**config.mk**
```make
export PLATFORM = sky130hd
export DESIGN_NAME = issue_queue
export DESIGN_NICKNAME = d
export VERILOG_FILES = /design/src/rtl/issue_queue.sv
export SDC_FILE = /design/constraint.sdc
export NUM_CORES = 2
export LEC_CHECK = 0
export ABC_CLOCK_PERIOD_IN_PS = 5550
export CORE_ASPECT_RATIO = 1.75
export CORE_MARGIN = 5
export CORE_UTILIZATION = 45
export CTS_BUF_LIST = sky130_fd_sc_hd__clkbuf_4 sky130_fd_sc_hd__clkbuf_8
export DETAILED_ROUTE_END_ITERATION = 7
export SKIP_LAST_GASP = 1
export SYNTH_ARGS = -nofsm -noshare
export SYNTH_HDL_FRONTEND = slang
export SYNTH_SLANG_ARGS = --single-unit
```
**constraint.sdc**
```tcl
create_clock -name CLK -period 5.55 [get_ports CLK]
set_clock_uncertainty 0.15 [all_clocks]
set_input_delay 1.11 -clock CLK [delete_from_list [all_inputs] [get_ports CLK]]
set_output_delay 1.11 -clock CLK [all_outputs]
set_load 0.03 [all_outputs]
```
**src/rtl/issue_queue.sv**
```systemverilog
// rtl/issue_queue.sv - age-ordered collapsing issue queue with wakeup capture and registered issue port
module issue_queue #(
    parameter int DEPTH     = 8,
    parameter int TAG_W     = 6,
    parameter int PAYLOAD_W = 64
) (
    input  logic                         CLK,
    input  logic                         RESET,
    input  logic                         disp_valid,
    output logic                         disp_ready,
    input  logic [31:0]                  disp_pc,
    input  logic [TAG_W-1:0]             disp_srcA_tag,
    input  logic [TAG_W-1:0]             disp_srcB_tag,
    input  logic                         disp_srcA_rdy,
    input  logic                         disp_srcB_rdy,
    input  logic [31:0]                  disp_srcA_val,
    input  logic [31:0]                  disp_srcB_val,
    input  logic [TAG_W-1:0]             disp_dest_map,
    input  logic                         disp_regwr,
    input  logic [PAYLOAD_W-1:0]         disp_payload,
    input  logic                         broadcast_flag,
    input  logic [TAG_W-1:0]             broadcast_map,
    input  logic [31:0]                  broadcast_val,
    input  logic                         flush,
    output logic                         issue_valid,
    output logic [31:0]                  issue_pc,
    output logic [31:0]                  issue_opA,
    output logic [31:0]                  issue_opB,
    output logic [TAG_W-1:0]             issue_RegWr_map,
    output logic                         issue_RegWr_flag,
    output logic [PAYLOAD_W-1:0]         issue_payload,
    output logic [$clog2(DEPTH+1)-1:0]   count
);

    localparam int CNT_W = $clog2(DEPTH+1);
    localparam logic [CNT_W-1:0] FULL_C = CNT_W'(DEPTH);
    localparam logic [CNT_W-1:0] ONE_C  = CNT_W'(1);

    typedef struct packed {
        logic [31:0]          pc;
        logic [TAG_W-1:0]     a_tag;
        logic                 a_rdy;
        logic [31:0]          a_val;
        logic [TAG_W-1:0]     b_tag;
        logic                 b_rdy;
        logic [31:0]          b_val;
        logic [TAG_W-1:0]     dest;
        logic                 regwr;
        logic [PAYLOAD_W-1:0] payload;
    } entry_t;

    entry_t                r_q [DEPTH];
    entry_t                w_q_nxt [DEPTH];
    logic [CNT_W-1:0]      r_count;
    logic [CNT_W-1:0]      w_count_nxt;
    logic [CNT_W-1:0]      w_sel;
    logic [CNT_W-1:0]      w_disp_idx;
    logic                  w_sel_found;
    logic                  w_disp;
    entry_t                w_sel_entry;
    entry_t                w_disp_entry;

    logic                  r_issue_valid;
    logic [31:0]           r_issue_pc;
    logic [31:0]           r_issue_opA;
    logic [31:0]           r_issue_opB;
    logic [TAG_W-1:0]      r_issue_map;
    logic                  r_issue_flag;
    logic [PAYLOAD_W-1:0]  r_issue_payload;

    // Capture a broadcast value into any still-waiting operand slot whose tag matches.
    function automatic entry_t wake(input entry_t e, input logic f,
                                    input logic [TAG_W-1:0] m, input logic [31:0] v);
        entry_t o;
        o = e;
        if (f && !e.a_rdy && (e.a_tag == m)) begin
            o.a_rdy = 1'b1;
            o.a_val = v;
        end
        if (f && !e.b_rdy && (e.b_tag == m)) begin
            o.b_rdy = 1'b1;
            o.b_val = v;
        end
        return o;
    endfunction

    // Dispatch acceptance uses only the registered occupancy; an issue this cycle never frees a slot early.
    assign disp_ready = (r_count < FULL_C);
    assign w_disp     = disp_valid && disp_ready && !flush;
    assign count      = r_count;

    assign issue_valid      = r_issue_valid;
    assign issue_pc         = r_issue_pc;
    assign issue_opA        = r_issue_opA;
    assign issue_opB        = r_issue_opB;
    assign issue_RegWr_map  = r_issue_map;
    assign issue_RegWr_flag = r_issue_flag;
    assign issue_payload    = r_issue_payload;

    // Oldest-first select over registered ready bits (scan high to low so the lowest index wins).
    always_comb begin
        w_sel_found = 1'b0;
        w_sel       = '0;
        w_sel_entry = '0;
        for (int i = DEPTH-1; i >= 0; i--) begin
            if ((CNT_W'(i) < r_count) && r_q[i].a_rdy && r_q[i].b_rdy) begin
                w_sel_found = 1'b1;
                w_sel       = CNT_W'(i);
                w_sel_entry = r_q[i];
            end
        end
    end

    // Next queue image: collapse above the issued slot, apply wakeup, then append the dispatch at the tail.
    always_comb begin
        w_disp_entry         = '0;
        w_disp_entry.pc      = disp_pc;
        w_disp_entry.a_tag   = disp_srcA_tag;
        w_disp_entry.a_rdy   = disp_srcA_rdy;
        w_disp_entry.a_val   = disp_srcA_val;
        w_disp_entry.b_tag   = disp_srcB_tag;
        w_disp_entry.b_rdy   = disp_srcB_rdy;
        w_disp_entry.b_val   = disp_srcB_val;
        w_disp_entry.dest    = disp_dest_map;
        w_disp_entry.regwr   = disp_regwr;
        w_disp_entry.payload = disp_payload;
        w_disp_entry         = wake(w_disp_entry, broadcast_flag, broadcast_map, broadcast_val);

        w_disp_idx = w_sel_found ? (r_count - ONE_C) : r_count;

        for (int i = 0; i < DEPTH; i++) begin
            int src;
            src = (i < DEPTH-1) ? (i + 1) : i;
            if (w_sel_found && (CNT_W'(i) >= w_sel)) begin
                w_q_nxt[i] = wake(r_q[src], broadcast_flag, broadcast_map, broadcast_val);
            end else begin
                w_q_nxt[i] = wake(r_q[i], broadcast_flag, broadcast_map, broadcast_val);
            end
            if (w_disp && (CNT_W'(i) == w_disp_idx)) begin
                w_q_nxt[i] = w_disp_entry;
            end
        end

        w_count_nxt = r_count;
        if (w_sel_found) begin
            w_count_nxt = w_count_nxt - ONE_C;
        end
        if (w_disp) begin
            w_count_nxt = w_count_nxt + ONE_C;
        end
    end

    // Queue storage and occupancy; flush only clears occupancy since slots past count are dead.
    always_ff @(posedge CLK or negedge RESET) begin
        if (!RESET) begin
            r_count <= '0;
            for (int i = 0; i < DEPTH; i++) begin
                r_q[i] <= '0;
            end
        end else if (flush) begin
            r_count <= '0;
        end else begin
            r_count <= w_count_nxt;
            for (int i = 0; i < DEPTH; i++) begin
                r_q[i] <= w_q_nxt[i];
            end
        end
    end

    // Issue port register; bubbles are fully zeroed so downstream sees pc==0.
    always_ff @(posedge CLK or negedge RESET) begin
        if (!RESET) begin
            r_issue_valid   <= 1'b0;
            r_issue_pc      <= '0;
            r_issue_opA     <= '0;
            r_issue_opB     <= '0;
            r_issue_map     <= '0;
            r_issue_flag    <= 1'b0;
            r_issue_payload <= '0;
        end else if (!flush && w_sel_found) begin
            r_issue_valid   <= 1'b1;
            r_issue_pc      <= w_sel_entry.pc;
            r_issue_opA     <= w_sel_entry.a_val;
            r_issue_opB     <= w_sel_entry.b_val;
            r_issue_map     <= w_sel_entry.dest;
            r_issue_flag    <= w_sel_entry.regwr;
            r_issue_payload <= w_sel_entry.payload;
        end else begin
            r_issue_valid   <= 1'b0;
            r_issue_pc      <= '0;
            r_issue_opA     <= '0;
            r_issue_opB     <= '0;
            r_issue_map     <= '0;
            r_issue_flag    <= 1'b0;
            r_issue_payload <= '0;
        end
    end

endmodule

```
# [Yosys cells after proc, flatten, opt, wreduce, memory -nomap -nowiden]
# Index checks and enable logic that the tools add are counted.
[totals] ff_bits=1620 input_bits=224 elab_cells=308
[op_classes] addsub=2 order_cmp=16 n_eq_ne=25 mux=67 n_bitwise=1 n_reduce_logical=109
[op_table] cell="two-way mux 181 bit" count=23
[op_table] cell="two-way mux 33 bit" count=18
[op_table] cell="equality test 6 bit" count=18
[op_table] cell="two-way mux 32 bit" count=3
[op_table] cell="logical AND 1 bit" count=70
[op_table] cell="two-way mux 64 bit" count=1
[op_table] cell="two-way mux 4 bit" count=9
[op_table] cell="AND reduction 2 bit" count=10
[op_table] cell="zero test 1 bit" count=19
[op_table] cell="equality test 3 x 4 -> 1 bit, first input constant" count=4
[op_table] cell="< comparator 3 x 4 -> 1 bit, first input constant" count=4
[op_table] cell="nonzero test 2 bit" count=7
[op_table] cell=">= comparator 3 x 4 -> 1 bit, first input constant" count=3
[op_table] cell="two-way mux 1 bit" count=10
[op_table] cell="equality test 2 x 4 -> 1 bit, first input constant" count=2
[op_table] cell=">= comparator 1 x 4 -> 1 bit, first input constant" count=2
[op_table] cell=">= comparator 2 x 4 -> 1 bit, first input constant" count=2
[op_table] cell="< comparator 1 x 4 -> 1 bit, first input constant" count=2
[op_table] cell="< comparator 2 x 4 -> 1 bit, first input constant" count=2
[op_table] cell="two-way mux 3 bit" count=2
[op_table] cell="two-way mux 6 bit" count=1
[op_table] cell="nonzero test 3 bit" count=2
[op_table] cell="adder 4 x 1 -> 4 bit, second input constant" count=1
[op_table] cell="equality test 1 x 4 -> 1 bit, first input constant" count=1
[op_table] cell="4 further kinds" count=4

# [Depth between registers and ports, before layout]
[depth] word_depth=16 ltp_mapped=16 mapped_depth_nobuf=10

# [Worst setup path before layout]
# No wires, ideal clock.
[synth_path] path_type="register to register" from="register r_count[0], in the netlist count[0]" to="register r_q[1109] (netlist name)" setup_ps=126 arrival_ps=3751 t_required_ps=5274 setup_slack_ps=1523 stages_incl_launch_ff=16 path_buffers=5 period_less_slack_ps=4027 path_cell_list="dfrtp_1 -> clkbuf_1 -> inv_1 -> ha_1 -> nor2_1 -> o311a_1 -> buf_2 -> nor3_4 -> a211oi_1 -> a211o_1 -> buf_2 -> a21oi_1 -> nor2_1 -> clkbuf_1 -> buf_2 -> a221o_1"
[synth_between] elab_chain_cells=16 word_cells_on_any_way=52 cone_classes="1 x add/sub; 10 x order compare; 1 x eq/ne; 18 x mux; 22 x reduce/logical"
[synth_lines] item="start: declaration" line_no="54" source="logic [CNT_W-1:0] r_count;"
[synth_lines] item="start signal: assignment" line_no="163" source="r_count <= w_count_nxt;"
[synth_lines] item="branches (longest 16 deep; another with < comparator 3 x 4 -> 1 bit)"
[synth_lines] item="end signal: indexed assignment" line_no="165" source="r_q[i] <= w_q_nxt[i];"
[synth_lines] item="end: declaration" line_no="52" source="entry_t r_q [DEPTH];"
# Parallel ways; which one is timed is not known.
# A chain may end at the register's enable or synchronous reset.

# [Worst setup path after layout]
[layout_path] from="register r_count[0], in the netlist count[0]" to="register r_q[424] (netlist name)"
[layout_between] elab_chain_cells=16 word_cells_on_any_way=52 cone_classes="1 x add/sub; 10 x order compare; 1 x eq/ne; 18 x mux; 22 x reduce/logical"
[layout_lines] item="branches (longest 16 deep; another with < comparator 3 x 4 -> 1 bit)"
# Parallel ways; which one is timed is not known.

==> qor.yml <==
status:
  outcome: "finished, final reports clean"
global_routing:
  overflow: 0
  grtUsageTotal_pct: 39.4
  grt_antenna_before_repair: 50
  grt_max_degree: 235
  grt_pass1_wl_um: 596000
  grt_pass1_vias: 87822
worst_setup_path:
  worstSetupEndpointType: "flip-flop"
  crit_type: "flip-flop to flip-flop"
  rr_startpoint: "count[0]"
  cp.depth: 12
  rr_endpoint: "r_q[424]"
  ff2ff_setup_slack_ps: 710
  cp_common_cell: "buf_4"
  crit_chain: "inv_1 -> ha_1 -> nor2_1 -> o311a_4 -> nor3_4 -> nand2_1 -> mux2i_1 -> buf_4 -> o21ai_4 -> buf_4 -> o22ai_1 -> a2bb2oi_1"
  cp_num_buf_inv: 3
  critical_path_peak_fanout: 27
  critical_path.slowest_cell: "o21ai_4"
  cp.arrival_ps: 5570
  slowest_delay_ps: 1090
  required_ps: 6280
  reg2regPathDepth: 12
  timing.critical_path.max_delay_family: "compound AO/OA/AOI/OAI gates"
  startpoint_type: "flip-flop"
flow_run:
  max_cap_violations: 0
floorplanning:
  initial_utilization_pct: 45.2
  pin_count: 397
  fp.dieW_um: 341
  core_um2: 190000
  dieArea_um2: 201000
  die_h_um: 589
  placementRows: 212
logic_synthesis:
  synthCells: 9385
  synth_area_per_cell_um2: 9.17
  yosys_register_bits: 1620
  synth_edf_count: 0
  synthArstFlopShare_pct: 100
  yosysWarnings: 0
  synth.distinct_cells: 65
  synth_nets: 9613
  synth_seq_area_share_pct: 47.1
  synthFlopType: "dfrtp_1"
  syn_area_um2: 86100
timing:
  maxSlewViolCount: 0
  fmax_mhz: 207
  rsz0062_at_grt: "no"
  worstMarginPinSlew_ps: 1420
  max-slew-margin-rel_pct: 4.93
  final-hold-violation-count: 0
  setup_viol: 0
  fin_crit_sh_pct: 87.2
  final.min_clock_period_ps: 4840
  fin_tns_setup_ps: 0
placed_design:
  dp_hpwl_um: 225000
  port-buffer-count: 396
  gp_congestion: 0.927
clock_network:
  root_buffer: "clkbuf_8"
  cts_buffers: 270
  postCtsSetupBuffers: 0
  clkLatencyLatePin_ps: 1000
  clk_pin_slew_ps: 70
  hold_buffers: 0
  cts_resized: 0
  numClockSinks: 1620
  h-tree-depth: 5
  clockBufferDepth: 4
  cts_tree: "built"
power_and_ir_drop:
  p_total_mw: 74.1
  ir_drop_mv: 0.761
  leakagePower_nw: 39.8
  power_density_nw_per_um2: 748
worst_hold_path:
  hold_path.class: "primary input to asynchronous set/reset pin"
final_layout:
  area_delta_synth_final_pct: 15.0
  multi_input_area_um2: 42000
  final_common_cell: "dfrtp_1"
  layout_common_cells: "1620 x dfrtp_1, 1101 x a21oi_1, 994 x nand2_1"
  seq_area_um2: 40500
  drive_gt1_share_pct: 9.59
  layout.nets: 9575
  fill_cells: 17552
detailed_routing:
  routed_wl_um: 413000
  vias: 87739
  drtPass1Iterations: 7
  viasPerCell: 7.30
  drc: 0
  drt_iter0_markers: 12134
  ant_nets: 0
  routedWlPerCell_um: 34.4
## report_power, final
group / internal (mW) / total [mW] / switching (mW)
sequential: 17.5 / 22.3 / 4.80
clock: 6.14 / 11.5 / 5.36
combinational: 15.3 / 40.3 / 25.0
total: 39.0 / 74.1 / 35.1
## layout make-up
type,instances,share of cell area (%)
sequential,1620,40.9
inverter,40,0.159
clock inverter,43,0.344
clock buffer,417,5.29
antenna,30,0.0758
tap,2461,3.11
multi-input combinational,6690,42.4
timing repair buffer,725,7.67
## synth_stat cells (all sizes together), types with 15 or more instances
master   instances  share of area, %
dfrtp         1620                47
a21oi         1111               6.5
nand2          998               4.4
clkbuf         881               3.8
o21ai          736               4.3
o22ai          721               5.2
a2bb2oi        420               4.3
nor2           401               1.7
mux2i          336               3.9
a221o          214               2.5
o221ai         211               2.1
a31oi          201               1.5
nand3          183               1.1
buf            154              0.77
nor2b          119              0.86
and3           118              0.86
a22o           107               1.1
mux2           106               1.4
a22oi           93              0.81
o22a            76              0.77
a221oi          70              0.71
o31ai           59              0.51
xnor2           58              0.59
a211oi          57              0.50
nor3            53              0.32
xor2            53              0.54
inv             36              0.16
a21o            33              0.29
o211ai          30              0.26
a2111oi         17              0.17
nand4           15              0.11
## kinds of logic after synthesis
group,count (synthesis),synth area share (%)
AND/OR/NAND/NOR,1936,9.70
multiplexers,442,5.29
XOR/XNOR,111,1.13
flip-flops,1620,47.1
buffers and inverters,1075,4.79
adder cells (fa/ha/maj),4,0.0581
AO/OA/AOI/OAI,4197,31.9
## layer usage
metal / vias up / part of all wire (%) / GRT usage (%)
met3: 2197 / 11 / 10.6
met2: 6990 / 45 / 61.9
li1: 35458 / - / -
met5: - / 0.059 / 0
met4: 36 / 8.8 / 29.5
met1: 43058 / 35 / 46.3
## sequential cells by signal, summed over array words and instances, names as in the netlist
signal / flops
count: 4
issue_opB: 32
issue_RegWr_flag: 1
issue_pc: 32
issue_RegWr_map: 6
issue_valid: 1
r_q: 1448
issue_payload: 64
issue_opA: 32
## worst register-to-register path, delay by kind of cell (launching register included)
kind	cells	cell delay, ps
flip-flops	1	510
multiplexers	1	180
AO/OA/AOI/OAI	4	1980
adder cells (fa/ha/maj)	1	340
buffers and inverters	3	890
AND/OR/NAND/NOR	3	750
## worst max path at each step
| stage | startpoint | endpoint |
|---|---|---|
| 2_1_floorplan | count[0] | r_q[1109] |
| 3_3_place_gp | broadcast_map[4] | r_q[488] |
| 3_5_place_dp | broadcast_map[5] | r_q[994] |
| 4_1_cts | count[0] | r_q[424] |
| 5_1_grt | count[0] | r_q[428] |
| 6_report | count[0] | r_q[424] |
## stage by stage
step	worst slack, ps	std cells	util (%)	instance area [µm²]	hold WS (ps)
5_1_grt	572	12008	52.0	99000	72.1
3_5_place_dp	784	11536	49.0	93400	326
2_1_floorplan	1520	9385	-	86100	309
4_1_cts	839	11996	51.9	98900	49.2
6_report	710	12026	52.0	99000	24.8
3_3_place_gp	800	11536	49.0	93400	318
No activity file was read; power rests on OpenSTA's default activity.
